**src/rtl/uart_busmaster.sv**
```systemverilog
// UART-driven bus master: 'R'/'W' command frames become single bus cycles.
// Define BM_ACKTO_EN to abort a stalled request/cycle after ACK_TIMEOUT clocks.
module uart_busmaster #(
    parameter int CLK_HZ      = 24000000,
    parameter int BAUD        = 115200,
    parameter int ACK_TIMEOUT = 255
) (
    input  logic        clk_in,
    input  logic        b_reset,
    input  logic        rxd,
    output logic        txd,
    output logic        bm_req,
    input  logic        bm_gnt,
    output logic        bm_cyc,
    output logic [15:0] bm_ad,
    output logic        bm_rw,
    output logic [7:0]  bm_do,
    input  logic [7:0]  bm_di,
    input  logic        bm_ack
);
    localparam int DIV = CLK_HZ / BAUD;
    localparam int CW  = $clog2(DIV + 1);
    localparam logic [CW-1:0] DIV_M1  = CW'(DIV - 1);
    localparam logic [CW-1:0] HALF_M1 = CW'(DIV / 2 - 1);

    typedef enum logic [2:0] {
        S_IDLE, S_ADDR_H, S_ADDR_L, S_DATA, S_REQ, S_CYC, S_REPLY
    } state_t;

    logic          r_rx_s1, r_rx_s2, r_rx_s3;
    logic          r_rx_act, r_rx_vld;
    logic [CW-1:0] r_rx_cnt;
    logic [3:0]    r_rx_idx;
    logic [7:0]    r_rx_sh;
    logic          w_rx_fall;

    logic          r_tx_busy;
    logic [9:0]    r_tx_sh;
    logic [CW-1:0] r_tx_cnt;
    logic [3:0]    r_tx_idx;
    logic          w_tx_load;
    logic [7:0]    w_tx_data;

    state_t        r_st, w_nx;
    logic          r_rd;
    logic [15:0]   r_ad;
    logic [7:0]    r_do, r_reply;
    logic          w_is_op, w_to;

    assign w_rx_fall = r_rx_s3 & ~r_rx_s2;

    // idx 0 = start-bit recheck, 1..8 = data, 9 = stop
    always_ff @(posedge clk_in or negedge b_reset) begin
        if (!b_reset) begin
            r_rx_s1  <= 1'b1;
            r_rx_s2  <= 1'b1;
            r_rx_s3  <= 1'b1;
            r_rx_act <= 1'b0;
            r_rx_vld <= 1'b0;
            r_rx_cnt <= '0;
            r_rx_idx <= '0;
            r_rx_sh  <= '0;
        end else begin
            r_rx_s1  <= rxd;
            r_rx_s2  <= r_rx_s1;
            r_rx_s3  <= r_rx_s2;
            r_rx_vld <= 1'b0;
            if (!r_rx_act) begin
                if (w_rx_fall) begin
                    r_rx_act <= 1'b1;
                    r_rx_cnt <= '0;
                    r_rx_idx <= '0;
                end
            end else if (r_rx_idx == 4'd0) begin
                if (r_rx_cnt == HALF_M1) begin
                    r_rx_cnt <= '0;
                    if (r_rx_s2) r_rx_act <= 1'b0;
                    else         r_rx_idx <= 4'd1;
                end else begin
                    r_rx_cnt <= r_rx_cnt + 1'b1;
                end
            end else if (r_rx_cnt == DIV_M1) begin
                r_rx_cnt <= '0;
                if (r_rx_idx == 4'd9) begin
                    r_rx_act <= 1'b0;
                    r_rx_vld <= r_rx_s2;
                end else begin
                    r_rx_sh  <= {r_rx_s2, r_rx_sh[7:1]};
                    r_rx_idx <= r_rx_idx + 1'b1;
                end
            end else begin
                r_rx_cnt <= r_rx_cnt + 1'b1;
            end
        end
    end

    always_ff @(posedge clk_in or negedge b_reset) begin
        if (!b_reset) begin
            r_tx_busy <= 1'b0;
            r_tx_sh   <= '1;
            r_tx_cnt  <= '0;
            r_tx_idx  <= '0;
        end else if (w_tx_load) begin
            r_tx_busy <= 1'b1;
            r_tx_sh   <= {1'b1, w_tx_data, 1'b0};
            r_tx_cnt  <= '0;
            r_tx_idx  <= '0;
        end else if (r_tx_busy) begin
            if (r_tx_cnt == DIV_M1) begin
                r_tx_cnt <= '0;
                r_tx_sh  <= {1'b1, r_tx_sh[9:1]};
                if (r_tx_idx == 4'd9) r_tx_busy <= 1'b0;
                else                  r_tx_idx  <= r_tx_idx + 1'b1;
            end else begin
                r_tx_cnt <= r_tx_cnt + 1'b1;
            end
        end
    end

    assign txd = r_tx_busy ? r_tx_sh[0] : 1'b1;

`ifdef BM_ACKTO_EN
    localparam int TW = $clog2(ACK_TIMEOUT + 1);
    logic [TW-1:0] r_to;

    always_ff @(posedge clk_in or negedge b_reset) begin
        if (!b_reset)
            r_to <= '0;
        else if (r_st == S_REQ || r_st == S_CYC)
            r_to <= r_to + 1'b1;
        else
            r_to <= '0;
    end

    assign w_to = (r_to == TW'(ACK_TIMEOUT - 1));
`else
    assign w_to = 1'b0;
`endif

    assign w_is_op = (r_rx_sh == 8'h52) || (r_rx_sh == 8'h57);

    always_comb begin
        w_nx      = r_st;
        w_tx_load = 1'b0;
        w_tx_data = r_reply;
        unique case (r_st)
            S_IDLE:   if (r_rx_vld) w_nx = w_is_op ? S_ADDR_H : S_REPLY;
            S_ADDR_H: if (r_rx_vld) w_nx = S_ADDR_L;
            S_ADDR_L: if (r_rx_vld) w_nx = r_rd ? S_REQ : S_DATA;
            S_DATA:   if (r_rx_vld) w_nx = S_REQ;
            S_REQ: begin
                if (w_to)        w_nx = S_REPLY;
                else if (bm_gnt) w_nx = S_CYC;
            end
            S_CYC:    if (bm_ack || w_to) w_nx = S_REPLY;
            S_REPLY: begin
                if (!r_tx_busy) begin
                    w_tx_load = 1'b1;
                    w_nx      = S_IDLE;
                end
            end
            default:  w_nx = S_IDLE;
        endcase
    end

    always_ff @(posedge clk_in or negedge b_reset) begin
        if (!b_reset) begin
            r_st    <= S_IDLE;
            r_rd    <= 1'b1;
            r_ad    <= '0;
            r_do    <= '0;
            r_reply <= '0;
        end else begin
            r_st <= w_nx;
            if (r_st == S_IDLE && r_rx_vld) begin
                if (w_is_op) r_rd    <= (r_rx_sh == 8'h52);
                else         r_reply <= 8'h3F;
            end
            if (r_st == S_ADDR_H && r_rx_vld) r_ad[15:8] <= r_rx_sh;
            if (r_st == S_ADDR_L && r_rx_vld) r_ad[7:0]  <= r_rx_sh;
            if (r_st == S_DATA && r_rx_vld)   r_do       <= r_rx_sh;
            // ack wins over a timeout landing on the same edge
            if (r_st == S_CYC && bm_ack)
                r_reply <= r_rd ? bm_di : 8'h2E;
            else if ((r_st == S_REQ || r_st == S_CYC) && w_to)
                r_reply <= 8'h21;
        end
    end

    assign bm_req = (r_st == S_REQ) || (r_st == S_CYC);
    assign bm_cyc = (r_st == S_CYC);
    assign bm_rw  = r_rd;
    assign bm_ad  = r_ad;
    assign bm_do  = r_do;

endmodule

```
**config.mk**
```make
export PLATFORM = sky130hd
export DESIGN_NAME = uart_busmaster
export DESIGN_NICKNAME = d
export VERILOG_FILES = /design/src/rtl/uart_busmaster.sv
export SDC_FILE = /design/constraint.sdc
export NUM_CORES = 1
export LEC_CHECK = 0
export BUFFER_PORTS_ARGS = -buffer_cell sky130_fd_sc_hd__buf_2
export CAP_MARGIN = 5
export CORE_MARGIN = 4
export CORE_UTILIZATION = 45
export DETAILED_ROUTE_END_ITERATION = 8
export HOLD_SLACK_MARGIN = 0.05
export PLACE_DENSITY_LB_ADDON = 0.2
export SYNTH_ARGS = -nofsm -noshare
export SYNTH_HDL_FRONTEND = slang
export SYNTH_SLANG_ARGS = --single-unit
export TNS_END_PERCENT = 50
```
**constraint.sdc**
```tcl
create_clock -name clk_in -period 2.1 [get_ports clk_in]
set_clock_uncertainty 0.05 [all_clocks]
set_input_delay 0.42 -clock clk_in [delete_from_list [all_inputs] [get_ports clk_in]]
set_output_delay 0.42 -clock clk_in [all_outputs]
set_load 0.01 [all_outputs]
```
==> impl_metrics.toml, run 1 <==
[status]
outcome = "complete, no violations"

[sta]
period_share_pct = 93.6
hold_violations = 0
fmax_mhz = 509
rsz0062_at_grt = "no"
fin_ws_ns = 0.135
slew_headroom_pct = 62.0
fin_tns_setup_ns = 0
worstMarginPinSlew_ns = 0.568
slew_viol_final = 0
setup_viol = 0
finalWorstPathRequiredPeriod_ns = 1.97

[place]
hpwl_um = 5330
io_buffers = 40
post-place-ws_ns = 0.118
dpl_cell_area_mm2 = 0.00422
routabilityCongestion = 0.824

[clock_tree]
clock_latency_ns = 0.36
cts_setup_buffers = 0
path_clk_slew_ns = 0.08
htreeDepth = 3
cts_buffers = 9
cts_buffer_depth = 2
cts_sinks = 83
cts_root_buf = "clkbuf_8"
cts_tree = "yes"

[critical_path]
slowest_stage = "or3b_2"
worst_path_largest_cell_delay_ns = 0.54
rr_endpoint = "r_rx_cnt[0]"
crit_chain = "inv_1, ha_1, or3b_2, a31oi_4, nand2_1, o21ai_0"
critPathLaunch = "r_rx_idx[1]"
reg2reg_slack_ns = 0.13
r2r_start = "r_rx_idx[1]"
critical_path.max_fanout = 6
end_kind = "flip-flop"
reg2regPathDepth = 6
worstPathRequired_ns = 2.31
worst_ep_arrival_time_ns = 2.18
cp-start-kind = "flip-flop"
criticalPathCategory = "flip-flop to flip-flop"

[yosys]
syn_area_mm2 = 0.00385
synth_top_family_by_area = "simple AND/OR/NAND/NOR gates"
syn_nets = 360
synth-main-ff-cell = "dfrtp_1"
synthAdderAreaFrac_pct = 2.27
ys_seq_area_share_pct = 54.4
synth-compound-area-share_pct = 12.4
synthSimpleGateAreaFrac_pct = 17.0
synth_cell_types = 54
ys_seq_elements = 83
synth_xor_area_share_pct = 2.05
synthCells = 340
synth_edf_count = 0
ys_warn_count = 0
avgSynthCellArea_um2 = 11.3
synth-async-reset-ratio_pct = 100
synthMuxAreaShare_pct = 9.59

[grt]
grt_max_degree = 44
grt_pass1_wl_um = 13000
grt_pass1_vias = 2776
globalRouteOverflowTotal = 0
grt_usage_pct = 16.2
antenna_found_initial = 0

[power]
p_per_area_mw_per_mm2 = 877
leakagePower_nw = 2.09
peakVddDrop_mv = 0.350
p_total_mw = 3.88

[finish]
layout_common_cells = "70 x dfrtp_1, 39 x nand2_1, 39 x buf_2"
fin_util_pct = 53.5
nets = 410
fillers = 732
post-route-cell-area_mm2 = 0.00442
diodes = 0
drive_gt1_share_pct = 30.9
area_delta_synth_final_pct = 14.8
final_common_cell = "dfrtp_1"

[route]
vias = 2730
vias_per_cell = 5.46
routed_wl_um = 7530
drt_pass1_iterations = 4
drt-wirelength-per-cell_um = 15.1
drt_first_iter_violations = 93
drc = 0
ant_nets = 0

[hold_path]
hp-start = "rxd"
hold_depth = 1
min_path_type = "input pin to flip-flop"
min_to = "r_rx_s1"

[flow_run]
max_cap_violations = 0

[die]
die_h_um = 100
num_rows = 33
start_util_pct = 46.6
coreArea_mm2 = 0.00826
die-area_mm2 = 0.0101
die_x_um = 100
ios = 41
## how the worst max path moves through the flow
stage / end
global route: r_rx_cnt[0]
global placement: r_rx_sh[3]
CTS: r_rx_sh[7]
finish: r_rx_cnt[0]
floorplan: r_rx_sh[0]
detailed placement: r_rx_sh[1]
## where the power goes
group          switching [mW]  internal [mW]
clock                   0.618          0.446
sequential              0.257           1.87
combinational           0.339          0.343
## per-layer routing
| metal | up-vias | global-route usage (%) | share of wire, % |
|---|---|---|---|
| met5 | - | 0 | 0 |
| met4 | 0 | 7.15 | 1.8 |
| met3 | 10 | 3.18 | 2.9 |
| met2 | 39 | 25.9 | 47 |
| met1 | 1339 | 21.4 | 48 |
| li1 | 1342 | - | - |
## worst max-delay path: cells and delay by family (launching register included)
family,cells,cell delay (ns)
DFF,1,0.40
AOI/OAI and AO/OA,2,0.46
and+or+nand+nor,2,0.68
buffers and inverters,1,0.11
adders and majority gates,1,0.18
## registers in the layout, summed over array words and instances (netlist names), 3 cells and up
register,cells
r_rx_sh,8
r_rx_cnt,8
r_tx_sh,9
r_tx_idx,4
r_st,3
r_rx_idx,4
bm_do,8
bm_ad,16
r_tx_cnt,8
r_reply,8
## through the flow
step | instances | hold WS (ns)
floorplan | 340 | 0.0744
global placement | 483 | 0.250
detailed placement | 483 | 0.253
CTS | 500 | 0.0940
global route | 500 | 0.0955
finish | 500 | 0.111
## Yosys cell counts, types with 3 or more instances
cell type	n	share of area, %
dfrtp_1	70	45
nand2_1	39	3.8
mux2_2	31	9.1
nor2_1	18	1.8
nand3_1	15	1.9
dfstp_2	13	8.9
o21ai_0	13	1.7
a21oi_1	9	1.2
inv_1	9	0.88
clkbuf_1	8	0.78
ha_1	7	2.3
o22a_1	6	1.4
xor2_1	6	1.4
a22oi_1	5	0.98
a31oi_1	5	0.81
a32o_1	5	1.3
buf_2	5	0.65
nand4_1	5	0.81
nor3_1	5	0.65
and3_1	4	0.65
and3b_1	4	0.91
nand2b_1	4	0.65
o31ai_1	4	0.78
nor2b_1	3	0.49
or4_1	3	0.58
xnor2_1	3	0.68
## final cells by class
class / instances / area (um^2) / area share (%)
Sequential cell: 83 / 2090 / 47.4
Multi-Input combinational cell: 235 / 1670 / 37.9
Timing Repair Buffer: 52 / 308 / 6.96
Tap cell: 105 / 131 / 2.97
Clock buffer: 9 / 124 / 2.80
Clock inverter: 7 / 56.3 / 1.27
Inverter: 9 / 33.8 / 0.764
## cell families (layout without fill, tap and decap cells)
| logic type | Yosys count | after routing |
|---|---|---|
| compound gates | 66 | 66 |
| simple gates | 120 | 120 |
| buf+inv | 22 | 77 |
| fa+ha+maj | 7 | 7 |
| flops | 83 | 83 |
| mux | 33 | 33 |
| xor+xnor | 9 | 9 |
## timing repair
| action | CTS | global route |
|---|---|---|
| setup endpoints to repair | 0 | 7 |
| gates resized for setup | 0 | 1 |
| hold endpoints to repair | 13 | 0 |
| hold buffers | 1 | 0 |
Note: power is estimated with default switching activity, not from simulation.
==> inputs of run 2 (changes only) <==
--- a/config.mk
+++ b/config.mk
@@ -5,13 +5,13 @@
 export SDC_FILE = /design/constraint.sdc
 export NUM_CORES = 1
 export LEC_CHECK = 0
+export ABC_AREA = 1
 export BUFFER_PORTS_ARGS = -buffer_cell sky130_fd_sc_hd__buf_2
 export CAP_MARGIN = 5
 export CORE_MARGIN = 4
 export CORE_UTILIZATION = 45
 export DETAILED_ROUTE_END_ITERATION = 8
 export HOLD_SLACK_MARGIN = 0.05
-export PLACE_DENSITY_LB_ADDON = 0.2
 export SYNTH_ARGS = -nofsm -noshare
 export SYNTH_HDL_FRONTEND = slang
 export SYNTH_SLANG_ARGS = --single-unit
==> constraint.sdc (replaced) <==
create_clock -name clk_in -period 2.1 [get_ports clk_in]
set_clock_uncertainty 0.05 [all_clocks]
set_input_delay 0.315 -clock clk_in [delete_from_list [all_inputs] [get_ports clk_in]]
set_output_delay 0.315 -clock clk_in [all_outputs]
set_load 0.01 [all_outputs]
==> run 2 against run 1 <==
Register-to-register slack improved by 0.30 ns; highest routed layer unchanged; first-iteration DRC count increased by 59%; worst hold slack improved by 0.071 ns; combinational power increased by 4.5%; clock power increased by 9%; sequential share of layout area decreased by 2.2 points; flip-flop and latch count unchanged; non-clock buffer count decreased by 8; synthesized cell count increased by 45%; clock-buffer cell count increased by 1.
==> impl_metrics.toml, run 2 <==
[yosys]
synth_top_cell_by_area = "dfrtp_1"
synth-main-ff-cell = "dfrtp_1"
ys_seq_elements = 83
synth.area.top_cells = "dfrtp_1 43%, nand2_1 14%, dfstp_2 8.3%"
synth_edf_count = 0
synthCells = 492
ys_seq_area_share_pct = 51.0
ys_warn_count = 0
syn_nets = 512
synth-async-reset-ratio_pct = 100
yosysMostFrequentCell = "nand2_1"
synth_common_cells = "156 x nand2_1, 70 x dfrtp_1, 49 x inv_1, 48 x nand3_1, 31 x o21ai_0"
avgSynthCellArea_um2 = 8.35
syn_area_mm2 = 0.00411
synth_cell_types = 32
synth_top_area_share_pct = 42.6

[critical_path]
r2r_start = "r_rx_idx[0]"
worst_path_largest_cell_delay_ns = 0.44
critical_path_buf_inv_count = 1
reg2regPathDepth = 6
crit_chain = "inv_1, ha_1, a21oi_4, nand4_4, nand2_1, o21ai_2"
worst_ep_arrival_time_ns = 1.84
rr_endpoint = "r_rx_sh[0]"
critical_path.max_fanout = 15
worstPathRequired_ns = 2.28
reg2reg_slack_ns = 0.43
cp-start-kind = "flip-flop"
cp_top_family = "flip-flops"
criticalPathCategory = "flip-flop to flip-flop"
slowest_stage = "dfrtp_1"
end_kind = "flip-flop"
critical_path_depth = 6
critPathLaunch = "r_rx_idx[0]"

[place]
routabilityCongestion = 0.826
hpwl_um = 6030
post-place-ws_ns = 0.461
io_buffers = 40
dpl_cell_area_mm2 = 0.00441

[die]
die-area_mm2 = 0.0107
num_rows = 34
start_util_pct = 46.6
ios = 41
die_h_um = 104
coreArea_mm2 = 0.00881
die_x_um = 104

[route]
vias_per_cell = 4.93
vias = 3222
ant_nets = 0
drt_pass1_iterations = 4
drc = 0
drt-wirelength-per-cell_um = 12.5
routed_wl_um = 8200
drt_first_iter_violations = 148

[finish]
layout_common_cells = "156 x nand2_1, 70 x dfrtp_1, 49 x inv_1"
largest_reg_flops = 16
nets = 560
multi_input_area_mm2 = 0.00176
diodes = 0
fillers = 842
final_common_cell = "nand2_1"
seqCellArea_mm2 = 0.00209
drive_gt1_share_pct = 20.9
area_delta_synth_final_pct = 12.9
post-route-cell-area_mm2 = 0.00464

[power]
peakVddDrop_mv = 0.663
leakagePower_nw = 2.31
p_per_area_mw_per_mm2 = 785

[grt]
grt_use_met3_pct = 2.74
grt_pass1_vias = 3227
grt_pass1_wl_um = 15000
use_met1_pct = 22.5
use_met2_pct = 27.1
globalRouteOverflowTotal = 0
grt_max_degree = 65
antenna_found_initial = 0
grt_usage_pct = 16.6
top_usage_layer = "met2"

[sta]
setup_viol = 0
slew_viol_final = 0
fin_tns_setup_ns = 0
rsz0062_at_grt = "no"
period_share_pct = 79.4
fin_ws_ns = 0.433
hold_violations = 0
finalWorstPathRequiredPeriod_ns = 1.67
slew_headroom_pct = 60.2
fmax_mhz = 600
worstMarginPinSlew_ns = 0.595

[hold_path]
min_to = "r_reply[7]"
hp-start = "bm_di[7]"
min_path_type = "input pin to flip-flop"
hold_depth = 3

[flow_run]
max_cap_violations = 0

[clock_tree]
cts_sinks = 83
cts_root_buf = "clkbuf_8"
cts_buffer_depth = 2
cts_tree = "yes"
path_clk_slew_ns = 0.09
clock_latency_ns = 0.34
htreeDepth = 3
cts_setup_buffers = 0
cts_buffers = 9

[status]
outcome = "complete, no violations"
## run 2: changes by cell type after synthesis, moves of 6 or more
cell / previous run / this run
o22a_1: 6 / 0
mux2_2: 31 / 0
o21ai_2: 0 / 8
nor2_1: 18 / 29
o21ai_1: 0 / 12
nand2_2: 0 / 7
inv_1: 9 / 49
nor2_2: 1 / 7
nand2_1: 39 / 156
clkbuf_1: 8 / 0
o21ai_0: 13 / 31
nand3_1: 15 / 48
## run 2: worst reg2reg max path, stage by stage (launching register included)
cell     delay, ns
dfrtp_1       0.44
inv_1         0.07
ha_1          0.26
a21oi_4       0.24
nand4_4       0.27
nand2_1       0.16
o21ai_2       0.06
## run 2: layer usage
metal / share of wire (%) / wire length (um)
met1: 49 / 3990
met2: 46 / 3770
met3: 4.0 / 328
met4: 1.3 / 107
met5: 0 / 0
## run 2: repair_timing
item                                   4_1_cts  5_1_grt
hold buffers                                 2        0
endpoints found under the hold margin       20        0
resized for setup                            0        0
## run 2: cells by family (layout without fill, tap and decap cells)
kind of cell | Yosys count | count (layout) | share of synthesized area (%)
AO/OA/AOI/OAI | 62 | 62 | 8.62
adder cells (fa/ha/maj) | 7 | 7 | 2.13
AND/OR/NAND/NOR | 275 | 275 | 30.9
flip-flops | 83 | 83 | 51.0
XOR/XNOR | 5 | 5 | 1.07
buffers and inverters | 60 | 113 | 6.31
## run 2: power by group
group	switching (mW)	internal, mW
Combinational	0.483	0.230
Clock	0.576	0.582
Sequential	0.0834	1.69
Total	1.14	2.50
## run 2: layout make-up
cell class / instances / area share [%]
timing repair buffer: 44 / 5.40
inverter: 53 / 4.29
tap: 108 / 2.91
clock buffer: 10 / 2.97
multi-input combinational: 349 / 37.9
sequential: 83 / 45.2
clock inverter: 6 / 1.40
## run 2: how the worst max path moves through the flow
stage	endpoint	slack (ns)
2_1_floorplan	r_rx_sh[6]	0.61
3_3_place_gp	r_tx_idx[1]	0.51
3_5_place_dp	r_tx_idx[1]	0.46
4_1_cts	txd	0.42
5_1_grt	r_rx_sh[0]	0.29
6_report	r_rx_sh[0]	0.43
## run 2: through the flow
step | hold WS [ns] | instances | power, mW | utilization, %
2_1_floorplan | -0.0306 | 492 | 2.32 | -
4_1_cts | 0.162 | 653 | 3.69 | 52.6
3_3_place_gp | 0.169 | 635 | 2.50 | 50.1
3_5_place_dp | 0.170 | 635 | 2.51 | 50.1
6_report | 0.182 | 653 | 3.64 | 52.6
5_1_grt | 0.202 | 653 | 3.87 | 52.6
==> inputs of run 3 (changes only) <==
--- a/config.mk
+++ b/config.mk
@@ -5,13 +5,14 @@
 export SDC_FILE = /design/constraint.sdc
 export NUM_CORES = 1
 export LEC_CHECK = 0
-export ABC_AREA = 1
+export ABC_AREA = 0
 export BUFFER_PORTS_ARGS = -buffer_cell sky130_fd_sc_hd__buf_2
 export CAP_MARGIN = 5
 export CORE_MARGIN = 4
 export CORE_UTILIZATION = 45
 export DETAILED_ROUTE_END_ITERATION = 8
 export HOLD_SLACK_MARGIN = 0.05
+export PLACE_DENSITY = 0.66
 export SYNTH_ARGS = -nofsm -noshare
 export SYNTH_HDL_FRONTEND = slang
 export SYNTH_SLANG_ARGS = --single-unit
==> constraint.sdc (replaced) <==
create_clock -name clk_in -period 1.34 [get_ports clk_in]
set_clock_uncertainty 0.05 [all_clocks]
set_input_delay 0.201 -clock clk_in [delete_from_list [all_inputs] [get_ports clk_in]]
set_output_delay 0.201 -clock clk_in [all_outputs]
set_load 0.01 [all_outputs]
==> run 3 against run 2 <==
The flow now finishes with violations (negative setup slack); register-to-register slack got worse by 0.89 ns; final cell count fell by 7.7%; sequential share of layout area fell by 9.1 points; largest cell class is now multi-input combinational cells; design area rose by 26%; clock-buffer cell count did not move; total power rose by 98%; wire length rose by 24%; first-iteration DRC count fell by 34%.
==> impl_metrics.toml, run 3 (synthesis gave the netlist of run 1 again) <==
[sta]
period_share_pct = 134
finalWorstPathRequiredPeriod_ns = 1.80
worstMarginPinSlew_ns = 0.447
fin_ws_ns = -0.459
fmax_mhz = 556
hold_violations = 0
rsz0062_at_grt = "yes"
slew_viol_final = 0
setup_viol = 79
slew_headroom_pct = 70.2
fin_tns_setup_ns = -18.44

[route]
ant_nets = 0
drt-wirelength-per-cell_um = 16.9
routed_wl_um = 10200
vias_per_cell = 5.43
drt_first_iter_violations = 97
vias = 3277
drt_pass1_iterations = 4
drc = 0

[grt]
top_usage_layer = "met2"
grt_pass1_vias = 3435
grt_max_degree = 84
antenna_found_initial = 0
grt_usage_pct = 20.5
grt_pass1_wl_um = 16400
use_met2_pct = 35.4
globalRouteOverflowTotal = 0
grt_use_met3_pct = 4.29
use_met1_pct = 25.6

[status]
violations = "negative setup slack"
outcome = "finished with violations"

[critical_path]
worst_path_largest_cell_delay_ns = 0.40
r2r_start = "r_rx_idx[0]"
crit_chain = "inv_2, ha_4, or3b_4, buf_6, a31oi_4, nand2_2, o211ai_1"
cp_top_family = "simple AND/OR/NAND/NOR gates"
critical_path_buf_inv_count = 2
worstPathRequired_ns = 1.57
reg2regPathDepth = 7
end_kind = "flip-flop"
cp-start-kind = "flip-flop"
critical_path.max_fanout = 5
reg2reg_slack_ns = -0.46
criticalPathCategory = "flip-flop to flip-flop"
slowest_stage = "or3b_4"
worst_ep_arrival_time_ns = 2.02
rr_endpoint = "r_rx_cnt[5]"

[finish]
drive_gt1_share_pct = 56.2
final_common_cell = "buf_4"
post-route-cell-area_mm2 = 0.00582
diodes = 0
largest_reg_flops = 16
fin_util_pct = 70.5
area_delta_synth_final_pct = 51.1
layout_common_cells = "75 x buf_4, 66 x dfrtp_1, 38 x buf_2"
nets = 513

[die]
num_rows = 33
coreArea_mm2 = 0.00826
ios = 41
die-area_mm2 = 0.0101
die_h_um = 100
start_util_pct = 46.6
die_x_um = 100

[clock_tree]
cts_buffer_depth = 2
cts_root_buf = "clkbuf_8"
htreeDepth = 3
cts_buffers = 9
cts_tree = "yes"
clock_latency_ns = 0.37
cts_sinks = 83
path_clk_slew_ns = 0.09

[hold_path]
hp-start = "bm_di[7]"
min_to = "r_reply[7]"
min_path_type = "input pin to flip-flop"
hold_depth = 2

[place]
dpl_cell_area_mm2 = 0.00491
routabilityCongestion = 0.825
hpwl_um = 6130
io_buffers = 40

[power]
swShare_pct = 32.1
peakVddDrop_mv = 0.625
intPower_mw = 4.90
p_per_area_mw_per_mm2 = 1240
power_frac_clock_pct = 23.0
p_switching_mw = 2.32
leakagePower_nw = 2.69
p_comb_share_pct = 31.8
p_seq_share_pct = 45.2

[flow_run]
max_cap_violations = 0
## run 3: how the worst max path moves through the flow
stage	startpoint	to	slack [ns]	cells past startpoint
after global routing	r_rx_idx[1]	r_rx_cnt[5]	-0.54	7
after global placement	r_rx_idx[1]	r_rx_sh[1]	-0.38	6
final	r_rx_idx[0]	r_rx_cnt[5]	-0.46	7
after floorplan	r_rx_idx[0]	r_rx_sh[0]	-0.40	6
after CTS	r_rx_idx[0]	r_rx_idx[0]	-0.42	7
after detailed placement	r_rx_idx[1]	r_rx_idx[0]	-0.48	7
## run 3: repair_timing
| item | 4_1_cts | 5_1_grt |
|---|---|---|
| resized for setup | 75 | 38 |
| endpoints found under the setup margin | 82 | 84 |
| pin swaps | 28 | 24 |
| setup buffers | 18 | 10 |
| hold endpoints to repair | 78 | 0 |
| hold buffers | 9 | 0 |
| cloned | 2 | 0 |
## run 3: per-layer routing
layer / up-vias / wire, um / share of wire, %
met4: 0 / 170 / 1.7
met1: 1644 / 4350 / 43
met2: 70 / 5300 / 52
li1: 1547 / - / -
met5: - / 0 / 0
met3: 16 / 345 / 3.4
## run 3: power by group through the flow
stage | sequential, mW | clock [mW] | combinational (mW)
3_5_place_dp | 3.33 | 0 | 1.64
5_1_grt | 3.31 | 1.81 | 2.49
4_1_cts | 3.26 | 1.68 | 2.15
3_3_place_gp | 3.32 | 0 | 1.57
2_1_floorplan | 3.27 | 0 | 0.939
6_report | 3.26 | 1.66 | 2.30
## run 3: per-stage QoR
step	std cells	setup WS, ns	total power [mW]	hold slack [ns]
floorplan	340	-0.401	4.21	-0.145
global placement	553	-0.382	4.89	0.216
detailed placement	553	-0.480	4.97	0.218
CTS	597	-0.423	7.09	0.0637
global route	603	-0.542	7.60	0.0736
finish	603	-0.459	7.23	0.0651
## run 3: layout make-up
cell class	instances	area, um^2
Clock inverter	6	48.8
Timing Repair Buffer	155	1260
Fill cell	558	2440
Sequential cell	83	2100
Multi-Input combinational cell	235	2120
Inverter	9	37.5
Clock buffer	10	128
Tap cell	105	131
